**config.mk**
```make
export PLATFORM = sky130hd
export DESIGN_NAME = aes_128_core_ctrl
export DESIGN_NICKNAME = d
export VERILOG_FILES = /design/src/rtl/aes_128_core_ctrl.sv
export SDC_FILE = /design/constraint.sdc
export NUM_CORES = 1
export LEC_CHECK = 0
export CAP_MARGIN = 20
export CORE_MARGIN = 2
export CORE_UTILIZATION = 44
export DETAILED_ROUTE_END_ITERATION = 7
export PLACE_DENSITY = 0.85
export SLEW_MARGIN = 40
export SYNTH_ARGS = -nofsm -noshare
export SYNTH_HDL_FRONTEND = slang
export SYNTH_SLANG_ARGS = --single-unit
```
**constraint.sdc**
```tcl
create_clock -name clk -period 4.9 [get_ports clk]
set_clock_uncertainty 0.1 [all_clocks]
set_input_delay 0.98 -clock clk [delete_from_list [all_inputs] [get_ports clk]]
set_output_delay 0.98 -clock clk [all_outputs]
set_load 0.02 [all_outputs]
```
**src/rtl/aes_128_core_ctrl.sv**
```systemverilog
// Command sequencer for the AES-128 core: turns host init/next commands into
// key-expansion / encipher start strobes, owns the S-box select and captures the result.
module aes_128_core_ctrl #(
    parameter int TIMEOUT_CYCLES = 255
) (
    input  logic         clk,
    input  logic         reset_n,
    input  logic         init,
    input  logic         next,
    output logic         ready,
    output logic         key_valid,
    output logic [127:0] result,
    output logic         result_valid,
    output logic         cmd_err,
    output logic         timeout_err,
    output logic         key_init,
    input  logic         key_ready,
    output logic         enc_next,
    input  logic         enc_ready,
    input  logic [127:0] enc_new_block,
    output logic         sbox_sel
);

    typedef enum logic [2:0] {
        IDLE,
        KEY_START,
        KEY_WAIT,
        ENC_START,
        ENC_WAIT
    } state_t;

    // The watchdog holds the number of wait cycles already spent, so the abort
    // fires on the edge where that count would reach TIMEOUT_CYCLES.
    localparam logic [7:0] WDOG_LAST = 8'(TIMEOUT_CYCLES - 1);

    state_t         state_reg;
    logic           next_pending_reg;
    logic [7:0]     wdog_reg;
    logic           key_valid_reg;
    logic           result_valid_reg;
    logic [127:0]   result_reg;
    logic           cmd_err_reg;
    logic           timeout_err_reg;
    logic           wdog_expired;

    assign wdog_expired = (wdog_reg == WDOG_LAST);

    always_ff @(posedge clk) begin
        if (!reset_n) begin
            state_reg        <= IDLE;
            next_pending_reg <= 1'b0;
            wdog_reg         <= 8'd0;
            key_valid_reg    <= 1'b0;
            result_valid_reg <= 1'b0;
            result_reg       <= '0;
            cmd_err_reg      <= 1'b0;
            timeout_err_reg  <= 1'b0;
        end else begin
            cmd_err_reg     <= 1'b0;
            timeout_err_reg <= 1'b0;
            case (state_reg)
                IDLE: begin
                    if (init) begin
                        state_reg        <= KEY_START;
                        key_valid_reg    <= 1'b0;
                        result_valid_reg <= 1'b0;
                        next_pending_reg <= next;
                    end else if (next) begin
                        if (key_valid_reg) begin
                            state_reg        <= ENC_START;
                            result_valid_reg <= 1'b0;
                        end else begin
                            cmd_err_reg <= 1'b1;
                        end
                    end
                end
                KEY_START: begin
                    state_reg <= KEY_WAIT;
                    wdog_reg  <= 8'd0;
                    if (init) cmd_err_reg <= 1'b1;
                    if (next) next_pending_reg <= 1'b1;
                end
                KEY_WAIT: begin
                    if (init) cmd_err_reg <= 1'b1;
                    if (key_ready) begin
                        key_valid_reg <= 1'b1;
                        // A next arriving on the completion edge is honoured too.
                        if (next_pending_reg || next) begin
                            next_pending_reg <= 1'b0;
                            result_valid_reg <= 1'b0;
                            state_reg        <= ENC_START;
                        end else begin
                            state_reg <= IDLE;
                        end
                    end else if (wdog_expired) begin
                        timeout_err_reg  <= 1'b1;
                        next_pending_reg <= 1'b0;
                        key_valid_reg    <= 1'b0;
                        state_reg        <= IDLE;
                    end else begin
                        wdog_reg <= wdog_reg + 8'd1;
                        if (next) next_pending_reg <= 1'b1;
                    end
                end
                ENC_START: begin
                    state_reg <= ENC_WAIT;
                    wdog_reg  <= 8'd0;
                    if (init || next) cmd_err_reg <= 1'b1;
                end
                ENC_WAIT: begin
                    if (init || next) cmd_err_reg <= 1'b1;
                    if (enc_ready) begin
                        result_reg       <= enc_new_block;
                        result_valid_reg <= 1'b1;
                        state_reg        <= IDLE;
                    end else if (wdog_expired) begin
                        timeout_err_reg <= 1'b1;
                        state_reg       <= IDLE;
                    end else begin
                        wdog_reg <= wdog_reg + 8'd1;
                    end
                end
                default: state_reg <= IDLE;
            endcase
        end
    end

    assign ready        = (state_reg == IDLE);
    assign key_init     = (state_reg == KEY_START);
    assign enc_next     = (state_reg == ENC_START);
    assign sbox_sel     = (state_reg == ENC_START) || (state_reg == ENC_WAIT);
    assign key_valid    = key_valid_reg;
    assign result_valid = result_valid_reg;
    assign result       = result_reg;
    assign cmd_err      = cmd_err_reg;
    assign timeout_err  = timeout_err_reg;

endmodule

```
==> run summary <==
fraction of the yosys area taken by sequential cells -> 50.13%
clock sink total -> 144
Crit-path slowest cell -> dfxtp_1
r2r worst-path depth -> 4
count of yosys warnings during synthesis -> 0
clock transition at the registers of the reported paths -> 0.06 ns
GR Layer Usage met1 -> 27.04%
minimum hold slack -> 0.3510 ns
final cell area excluding filler cells -> 0.008997 sq mm
routed length per placed instance -> 14.82 microns
fraction of met2 tracks used by global routing -> 38.91%
mean area per synthesized cell -> 8.519 sq um
met3 usage in global routing -> 7.963%
crit path cell chain -> nand2b_1 -> nor2_1 -> clkdlybuf4s50_1
vias per inst -> 4.904
status -> completed
CTS root buffer -> clkbuf_16
commonest cells after routing, fill and taps aside -> clkdlybuf4s50_1 (268), nand2_1 (265), dfxtp_1 (144)
initial antenna violation count -> 0
maximum resistive drop on vdd -> 0.0002451 V
family with the most delay on the worst path -> simple AND/OR/NAND/NOR gates
number of cells on the critical path -> 3
number of global-route vias before repair -> 5129
CP Data Arrival Time -> 2.53 ns
number of hold violations in the final report -> 0
RSZ-0062 raised after global routing -> no
violation count after the first detailed-routing iteration -> 315
kind of end point of the critical path -> output pin
Largest register FFs -> 128
Post-DP HPWL -> 11060 microns
final total negative setup slack -> 0 ns
total routing usage reported by global routing -> 23.34%
leak pwr -> 0.003038 uW
final-report setup violation count -> 0
Die Y-Extent -> 118.3 microns
crit start category -> flip-flop
clock buffer depth -> 2
upper clock frequency limit -> 0.2769 GHz
crit-path max FO -> 21
net count after synthesis -> 811
die width -> 118.3 microns
final layout net count -> 1050
Sequential Area -> 0.002883 sq mm
final wirelength -> 16280 microns
cell area after placement -> 0.008394 sq mm
CTS resizes -> 0
count of flip-flops with a built-in enable after synthesis -> 0
number of max-cap violations -> 0
Post-Syn Instances -> 675
commonest non-fill, non-tap cell in the layout -> clkdlybuf4s50_1
area used by multi-input combinational logic -> 0.002536 sq mm
wire length of the first global-routing pass -> 26150 microns
beginning of the worst register-to-register path -> state_reg[2]$_SDFFE_PN0P_
Setup crit start -> state_reg[0]$_SDFFE_PN0P_
core area -> 0.01267 sq mm
area of the die -> 0.01400 sq mm
Tightest Hold Check Type -> reg2reg
# fillers -> 947
Initial Util -> 45.38%
end of the critical path -> key_init
critical path required time -> 3.82 ns
clock buffers created by TritonCTS -> 17
post-route fraction of the period consumed by the critical path -> 73.71%
CP Class -> reg2out
P per Cell Area -> 307.8 mW/mm^2
count of distinct cell types in the synthesized netlist -> 40
FF-to-FF End -> wdog_reg[5]$_SDFFE_PN0P_
Period minus WS final -> 3.612 ns
maximum number of pins on one net before global-route repair -> 73
total grt overflow -> 0
number of diodes -> 0
total power after layout -> 2769 uW
placer congestion estimate -> 0.7823
residual antenna-violating net count after detailed routing -> 0
max incr delay on CP -> 0.68 ns
Post-Synthesis Cell Area -> 0.005751 sq mm
Least-Margin Pin Slew -> 0.7448 ns
deepest level of the CTS H-tree -> 4
max-slew violation count -> 0
Port-buffer cells -> 269
top_reg_cell synth -> dfxtp_1
Clock Latency Late Sink -> 0.42 ns
relative max-transition margin -> 50.35%
cts hold-fix bufs -> 0
combined buffer and inverter count along the critical path -> 1
most heavily used metal layer in global routing -> met2
share of synthesized registers carrying an async set or reset -> 0%
number of top-level pins -> 270
Cell Rows -> 41
worst-case register-to-register setup slack -> 2.45 ns
number of remaining DRC errors -> 0
setup bufs post-CTS -> 0
clock tree from TritonCTS -> built
total number of vias -> 5390
area grow syn2layout -> 56.46%
layout cells sized above 1 -> 4.423%
number of search-and-repair iterations in the first detailed-routing pass -> 6
synthesis-stage register bit count -> 144
==> power breakdown <==
part / total [uW] / switching [uW] / internal (uW)
Sequential: 1210 / 24.8 / 1190
Combinational: 266 / 108 / 158
Clock: 1290 / 476 / 814
Total: 2770 / 610 / 2160
==> synth_stat cells (2+ instances only) <==
cell type | instances | area share [%]
a21oi_1 | 14 | 1.2
nand3_1 | 9 | 0.78
ha_1 | 2 | 0.44
o21ai_0 | 7 | 0.61
a21o_1 | 2 | 0.26
nand2_1 | 265 | 17
and2_1 | 2 | 0.22
buf_6 | 12 | 2.3
nor3_1 | 2 | 0.17
nor2_1 | 4 | 0.26
a2111o_1 | 7 | 1.4
a2111oi_0 | 2 | 0.30
dfxtp_1 | 144 | 50
inv_1 | 6 | 0.39
clkbuf_1 | 18 | 1.2
nand2b_1 | 2 | 0.22
a21boi_1 | 44 | 5.7
nor3b_1 | 2 | 0.26
nand4_1 | 3 | 0.33
o2111ai_1 | 3 | 0.46
o211ai_1 | 2 | 0.26
and3_1 | 2 | 0.22
buf_4 | 5 | 0.65
a21boi_0 | 84 | 11
o21ai_1 | 2 | 0.17
buf_2 | 16 | 1.4
==> stage by stage <==
| stage | worst slack, ns | utilization (%) | instances |
|---|---|---|---|
| after global routing | 1.082 | 71.01 | 1099 |
| after global placement | 1.755 | 66.25 | 1067 |
| after CTS | 1.324 | 71.01 | 1099 |
| final | 1.288 | 71.01 | 1099 |
| after detailed placement | 1.671 | 66.25 | 1067 |
| after floorplan | 2.712 | - | 675 |
==> tightest hold or removal path: cells and delay by family, from the launching register on <==
| family | cells | cell delay [ns] |
|---|---|---|
| DFF | 1 | 0.30 |
| and+or+nand+nor | 1 | 0.05 |
| AOI/OAI and AO/OA | 1 | 0.05 |
==> area by class of cell <==
cell class                 instances  area share [%]
multi-input combinational        473           28.19
clock buffer                      23           5.535
clock inverter                     9           1.168
inverter                           6          0.2503
sequential                       144           32.04
timing repair buffer             272           30.43
tap                              172           2.392
==> logic make-up after synthesis <==
group | synth area share (%)
flops | 50.13
compound gates | 22.13
buf+inv | 6.049
fa+ha+maj | 0.4351
simple gates | 21.26
==> how the worst min path moves through the flow <==
stage	startpoint	endpoint	slack, ns	cells after the start
finish	result[63]$_SDFFE_PN0P_	result[63]$_SDFFE_PN0P_	0.35	2
global route	result[114]$_SDFFE_PN0P_	result[114]$_SDFFE_PN0P_	0.37	2
CTS	result[106]$_SDFFE_PN0P_	result[106]$_SDFFE_PN0P_	0.35	2
detailed placement	result[106]$_SDFFE_PN0P_	result[106]$_SDFFE_PN0P_	0.35	2
global placement	result[61]$_SDFFE_PN0P_	result[61]$_SDFFE_PN0P_	0.34	2
floorplan	wdog_reg[6]$_SDFFE_PN0P_	wdog_reg[6]$_SDFFE_PN0P_	0.35	2
==> metal layers <==
metal | up-vias | share of wire [%] | wire length, microns
met5 | - | 0 | 0
met4 | 0 | 3.0 | 496
met3 | 33 | 7.2 | 1177
met2 | 183 | 48 | 7826
met1 | 2468 | 42 | 6783
li1 | 2706 | - | -
No activity file was read; power rests on OpenSTA's default activity.
